===== src/rtl/id_exe_stage_reg.sv =====
// ID/EXE pipeline register.
// Captures the ID control bundle, operands, immediates, register addresses
// and status flags, and presents them to EXE one cycle later. Supports
// freeze (stall), flush (taken branch) and bubble (hazard NOP) with priority
// rst > flush > freeze > bubble > load, and tracks a valid bit per slot.
// Optional: define ID_EXE_PERF_CNT_EN to add bubble/flush/freeze event counters.
module id_exe_stage_reg #(
  parameter int WIDTH  = 32,
  parameter int REG_AW = 4
) (
  input  logic              clk,
  input  logic              rst,
  input  logic              freeze,
  input  logic              flush,
  input  logic              bubble,
  input  logic [8:0]        ctrl_in,
  input  logic [WIDTH-1:0]  pc_in,
  input  logic [WIDTH-1:0]  val_rn_in,
  input  logic [WIDTH-1:0]  val_rm_in,
  input  logic              imm_in,
  input  logic [11:0]       shift_operand_in,
  input  logic [23:0]       signed_imm_24_in,
  input  logic [REG_AW-1:0] dest_in,
  input  logic [REG_AW-1:0] src1_in,
  input  logic [REG_AW-1:0] src2_in,
  input  logic [3:0]        sr_in,
  output logic [8:0]        ctrl_out,
  output logic [WIDTH-1:0]  pc_out,
  output logic [WIDTH-1:0]  val_rn_out,
  output logic [WIDTH-1:0]  val_rm_out,
  output logic              imm_out,
  output logic [11:0]       shift_operand_out,
  output logic [23:0]       signed_imm_24_out,
  output logic [REG_AW-1:0] dest_out,
  output logic [REG_AW-1:0] src1_out,
  output logic [REG_AW-1:0] src2_out,
  output logic [3:0]        sr_out,
  output logic              valid_out
`ifdef ID_EXE_PERF_CNT_EN
  ,
  output logic [31:0]       bubble_cnt,
  output logic [31:0]       flush_cnt,
  output logic [31:0]       freeze_cnt
`endif
);

  logic [8:0]        r_ctrl;
  logic              r_valid;
  logic [WIDTH-1:0]  r_pc;
  logic [WIDTH-1:0]  r_val_rn;
  logic [WIDTH-1:0]  r_val_rm;
  logic              r_imm;
  logic [11:0]       r_shift_operand;
  logic [23:0]       r_signed_imm_24;
  logic [REG_AW-1:0] r_dest;
  logic [REG_AW-1:0] r_src1;
  logic [REG_AW-1:0] r_src2;
  logic [3:0]        r_sr;

  // Control bundle and valid bit: flush and bubble both leave an empty slot
  // with all control cleared, so an invalid slot never carries WB/MEM/B/S.
  always_ff @(posedge clk) begin
    if (rst || flush) begin
      r_ctrl  <= 9'b0;
      r_valid <= 1'b0;
    end else if (!freeze) begin
      if (bubble) begin
        r_ctrl  <= 9'b0;
        r_valid <= 1'b0;
      end else begin
        r_ctrl  <= ctrl_in;
        r_valid <= 1'b1;
      end
    end
  end

  // Data fields: cleared on reset/flush, held on freeze, otherwise loaded
  // (including under a bubble, so PC and friends keep tracking ID for debug).
  always_ff @(posedge clk) begin
    if (rst || flush) begin
      r_pc            <= '0;
      r_val_rn        <= '0;
      r_val_rm        <= '0;
      r_imm           <= 1'b0;
      r_shift_operand <= 12'b0;
      r_signed_imm_24 <= 24'b0;
      r_dest          <= '0;
      r_src1          <= '0;
      r_src2          <= '0;
      r_sr            <= 4'b0;
    end else if (!freeze) begin
      r_pc            <= pc_in;
      r_val_rn        <= val_rn_in;
      r_val_rm        <= val_rm_in;
      r_imm           <= imm_in;
      r_shift_operand <= shift_operand_in;
      r_signed_imm_24 <= signed_imm_24_in;
      r_dest          <= dest_in;
      r_src1          <= src1_in;
      r_src2          <= src2_in;
      r_sr            <= sr_in;
    end
  end

  // S is additionally gated by valid so a dead slot can never update flags.
  assign ctrl_out          = {r_ctrl[8:1], r_ctrl[0] & r_valid};
  assign valid_out         = r_valid;
  assign pc_out            = r_pc;
  assign val_rn_out        = r_val_rn;
  assign val_rm_out        = r_val_rm;
  assign imm_out           = r_imm;
  assign shift_operand_out = r_shift_operand;
  assign signed_imm_24_out = r_signed_imm_24;
  assign dest_out          = r_dest;
  assign src1_out          = r_src1;
  assign src2_out          = r_src2;
  assign sr_out            = r_sr;

`ifdef ID_EXE_PERF_CNT_EN
  logic [31:0] r_bubble_cnt;
  logic [31:0] r_flush_cnt;
  logic [31:0] r_freeze_cnt;
  logic        w_flush_win;
  logic        w_freeze_win;
  logic        w_bubble_win;

  assign w_flush_win  = flush;
  assign w_freeze_win = !flush && freeze;
  assign w_bubble_win = !flush && !freeze && bubble;

  // Event counters: each counts edges where its condition won arbitration;
  // they wrap naturally at 32 bits.
  always_ff @(posedge clk) begin
    if (rst) begin
      r_bubble_cnt <= 32'd0;
      r_flush_cnt  <= 32'd0;
      r_freeze_cnt <= 32'd0;
    end else begin
      if (w_bubble_win) r_bubble_cnt <= r_bubble_cnt + 32'd1;
      if (w_flush_win)  r_flush_cnt  <= r_flush_cnt + 32'd1;
      if (w_freeze_win) r_freeze_cnt <= r_freeze_cnt + 32'd1;
    end
  end

  assign bubble_cnt = r_bubble_cnt;
  assign flush_cnt  = r_flush_cnt;
  assign freeze_cnt = r_freeze_cnt;
`endif

endmodule

===== config.mk =====
export PLATFORM = sky130hd
export DESIGN_NAME = id_exe_stage_reg
export DESIGN_NICKNAME = d
export VERILOG_FILES = /design/src/rtl/id_exe_stage_reg.sv
export SDC_FILE = /design/constraint.sdc
export NUM_CORES = 1
export LEC_CHECK = 0
export CAP_MARGIN = 10
export CORE_AREA = 2 2 155 157
export CTS_CLUSTER_DIAMETER = 200
export CTS_CLUSTER_SIZE = 24
export DETAILED_ROUTE_END_ITERATION = 16
export DIE_AREA = 0 0 157 159
export PLACE_DENSITY_LB_ADDON = 0.12
export SKIP_CTS_REPAIR_TIMING = 1
export SLEW_MARGIN = 5
export SYNTH_ARGS = -nofsm -noshare
export SYNTH_HDL_FRONTEND = slang
export SYNTH_SLANG_ARGS = --single-unit

===== constraint.sdc =====
create_clock -name clk -period 1.7 [get_ports clk]
set_clock_uncertainty 0.05 [all_clocks]
set_input_delay 0.17 -clock clk [delete_from_list [all_inputs] [get_ports clk]]
set_output_delay 0.17 -clock clk [all_outputs]
set_load 0.01 [all_outputs]

# Yosys cells after proc, flatten, opt, wreduce, memory -nomap -nowiden
# Cells that the tools add are included.
# Widths: inputs -> output; s select.
# totals
latchBits	0
wordCells	16
out_inout_bits	159
memories	0
input_bits	163
romBits	0
reg_bits	159
mem_bits_rw	0
# classes
n_lt_le_gt_ge	0
addsub	0
n_mux	2
div_mod_pow	0
n_shift	0
bitwise	1
mul	0
reduce_logical	1
eq_ne	0
# op_table
operator	count
$mux 9	1
$and 1x1->1	1
$logic_or 1x1->1	1
$mux 1	1

# Longest topological paths before layout
# logic_depth
word_depth	1
ltp_mapped	5
depth_no_buf	2

# Worst setup path after synthesis
# No wires, ideal clock.
# synth_timing
path_kind	input to register
startpoint	in freeze
endpoint	reg r_pc[21] (netlist: pc_out[21])
t_required_ns	1.533
slack_ns	0.664
arrival_time_ns	0.869
setup_time_ns	0.117
stages	5
path_buffers	3
cell_sequence	buf_2 > buf_4 > buf_4 > mux2i_1 > nor2_1
# synth_lines
item	line	text
from (decl)	13	input logic freeze,
to (signal assigned)	92	r_pc <= pc_in;
to (decl)	49	logic [WIDTH-1:0] r_pc;

# Worst setup path in the final report
# layout_timing
startpoint	reg r_signed_imm_24[2] (netlist: signed_imm_24_out[2])
endpoint	out signed_imm_24_out[2]
# layout_lines
item	line	text
from (decl)	54	logic [23:0] r_signed_imm_24;
from (signal assigned)	97	r_signed_imm_24 <= signed_imm_24_in;
to (decl)	33	output logic [23:0] signed_imm_24_out,
# No word-level cell between the ends.

==> flow_summary.json <==
{
  "wire_length_reported_by_the_detailed_router_mm": 17.32,
  "post-dp-hpwl_mm": 12.96,
  "timing_worst_slew_pin_value_ns": 0.4415,
  "dr_total_vias": 4725,
  "non_filler_cells_in_the_finished_layout": 1172,
  "area.sequential_mm2": 0.003183,
  "ir_drop_mv": 0.5517,
  "placementRows": 56,
  "cts.sink_count": 159,
  "utilization": 0.4202,
  "cts_tree": "built",
  "initial_utilization": 0.2464,
  "grt_pass1_wl_mm": 26.27,
  "grt_overflow_total": 0,
  "postSynthAreaPerCell_um2": 10.70,
  "first_global_vias": 4810,
  "grtUsageMet1": 0.1488,
  "antennaDiodeCount": 0,
  "crit_required_ns": 1.48,
  "critPathMaxFanout": 2,
  "cts-root-to-sink-buffers": 2,
  "synthesis.instances": 534,
  "via_to_cell_ratio": 4.032,
  "cts_buffers": 17,
  "share_of_the_clock_period_used_by_the_worst_path_after_layout": 0.9297,
  "unrepaired_setup_endpoints_after_global_routing": "no",
  "cts.htree.levels": 4,
  "drv.max_cap_violation_count": 0,
  "yosys.cell_types.count": 14,
  "cpLargestDelayFamily": "buffers and inverters",
  "ioPinCount": 322,
  "grt_usage": 0.1350,
  "final_cell_mix": "sky130_fd_sc_hd__clkdlybuf4s50_1 (319), sky130_fd_sc_hd__dfxtp_1 (159), sky130_fd_sc_hd__mux2i_1 (149), sky130_fd_sc_hd__nor2_1 (149), sky130_fd_sc_hd__clkbuf_16 (17)",
  "pin_count_of_the_biggest_net_entering_global_routing": 55,
  "final_number_of_hold_violating_endpoints": 0,
  "timing_worst_setup_path_type": "flip-flop to primary output",
  "max_freq_mhz": 632.7,
  "post_synth_main_area_contributors": "sky130_fd_sc_hd__dfxtp_1 (56%), sky130_fd_sc_hd__mux2i_1 (26%), sky130_fd_sc_hd__nor2_1 (9.8%), sky130_fd_sc_hd__buf_4 (3.0%), sky130_fd_sc_hd__buf_2 (1.3%)",
  "timing.critical_path.slowest_cell_delay_ns": 0.60,
  "synth_largest_area_cell": "sky130_fd_sc_hd__dfxtp_1",
  "timing.hold.worst.class": "input port to flip-flop",
  "synth_seq_cells": 159,
  "floorplan.die.height_um": 159,
  "pwr_density_cell_mw_per_mm2": 886.4,
  "fin_nets": 1003,
  "global_route.usage.met2": 0.2267,
  "end_kind": "primary output",
  "finalWorstPathRequiredPeriod_ns": 1.580,
  "clock_insertion_delay_worst_skew_ns": 0.41,
  "route.detailed.wl_per_inst_um": 14.78,
  "die-area_mm2": 0.02496,
  "max_slew_margin": 0.7057,
  "place.gp.congestion": 0.7314,
  "globalRoute.busiestLayer": "met2",
  "netlist.area_leader.share": 0.5569,
  "post-place-cells": 1140,
  "number_of_design_rule_violations_left_by_the_first_detailed_router_iteration": 158,
  "layout_commonest_cell": "sky130_fd_sc_hd__clkdlybuf4s50_1",
  "slew_viol_final": 0,
  "power.total_mw": 8.639,
  "area_occupied_by_multi_input_gates_mm2": 0.002238,
  "worstSetupStartpointType": "flip-flop",
  "antenna_found_initial": 0,
  "io_buffer_count": 321,
  "timing.critical_path.slowest_stage_cell": "sky130_fd_sc_hd__clkdlybuf4s50_1",
  "drt-pass1-iter-count": 6,
  "flow.area_growth_from_synthesis_pct": 70.51,
  "clkTransAtPathRegs_ns": 0.06,
  "critPathBufInv": 1,
  "root_buffer": "sky130_fd_sc_hd__clkbuf_16",
  "fillerInstances": 2201,
  "final_layout_size_suffix_gt1_frac": 0.05627,
  "synth.yosys.warnings": 0,
  "synth.net_count": 697,
  "antenna_left": 0,
  "run_status": "finished clean",
  "setup_viol": 0,
  "die_width_um": 157,
  "fin_setup_tns_ns": 0,
  "leakagePower_nw": 3.951,
  "seq_area_frac_synth": 0.5569,
  "sequence_of_cells_on_the_critical_path": "clkdlybuf4s50_1",
  "synth.cell_area_mm2": 0.005715,
  "grt_util_met3": 0.06287,
  "detail_route.drc_violations": 0,
  "worst_hold_slack_ns": 0.1885,
  "crit_arrival_ns": 1.36,
  "floorplan.core_area_mm2": 0.02319
}
-- registers in the layout, indices dropped and copies added, names as in the netlist --
name,flops
r_ctrl,9
imm_out,1
signed_imm_24_out,24
dest_out,4
val_rn_out,32
src1_out,4
src2_out,4
sr_out,4
val_rm_out,32
valid_out,1
pc_out,32
shift_operand_out,12
-- path summary, 6_finish.rpt --
path,cells after the start,slack [ns],to,start
hold reg to reg,2,0.41,r_ctrl[8]$_SDFFE_PP0N_,r_ctrl[8]$_SDFFE_PP0N_
setup / recovery,1,0.12,signed_imm_24_out[2],signed_imm_24_out[2]$_SDFFE_PP0N_
setup reg to reg,2,1.00,pc_out[15]$_SDFFE_PP0N_,pc_out[15]$_SDFFE_PP0N_
hold / removal,3,0.19,r_ctrl[8]$_SDFFE_PP0N_,freeze
-- synthesized netlist by cell type --
| cell | instances |
|---|---|
| sky130_fd_sc_hd__a21oi_1 | 10 |
| sky130_fd_sc_hd__and2_1 | 1 |
| sky130_fd_sc_hd__buf_2 | 15 |
| sky130_fd_sc_hd__buf_4 | 23 |
| sky130_fd_sc_hd__buf_6 | 3 |
| sky130_fd_sc_hd__clkbuf_1 | 4 |
| sky130_fd_sc_hd__dfxtp_1 | 159 |
| sky130_fd_sc_hd__mux2i_1 | 149 |
| sky130_fd_sc_hd__nand2_1 | 10 |
| sky130_fd_sc_hd__nor2_1 | 149 |
| sky130_fd_sc_hd__or2_1 | 1 |
| sky130_fd_sc_hd__or2_2 | 1 |
| sky130_fd_sc_hd__or3b_1 | 5 |
| sky130_fd_sc_hd__or3b_2 | 4 |
-- cell type report --
| type | count | area share |
|---|---|---|
| clock buffer | 20 | 0.04583 |
| clock inverter | 12 | 0.01040 |
| multi-input combinational | 330 | 0.2297 |
| sequential | 159 | 0.3266 |
| tap | 319 | 0.04096 |
| timing repair buffer | 332 | 0.3465 |
-- where the power goes --
part / switching [mW] / leakage, nW / internal (mW)
clock network: 1.64 / 0.252 / 1.94
registers: 0.0617 / 1.30 / 3.85
logic: 0.423 / 2.40 / 0.733
-- cell families after synthesis --
family / count (synthesis) / share of synthesized area
multiplexers: 149 / 0.2609
buffers and inverters: 45 / 0.05188
flip-flops: 159 / 0.5569
AND/OR/NAND/NOR: 171 / 0.1215
AO/OA/AOI/OAI: 10 / 0.008757
-- layer usage --
metal	wire, um	vias up
met5	0	-
met4	348	0
li1	-	2364
met1	6926	2132
met2	8250	210
met3	1792	19
-- per-stage QoR --
| step | setup slack, ns | cell area, um2 |
|---|---|---|
| after global routing | 0.06070 | 9746 |
| after floorplan | 0.6643 | 5715 |
| after detailed placement | 0.2115 | 9195 |
| after global placement | 0.2190 | 9195 |
| final | 0.1196 | 9746 |
| after CTS | 0.008737 | 9743 |
Power figures use the tool's default switching activity.
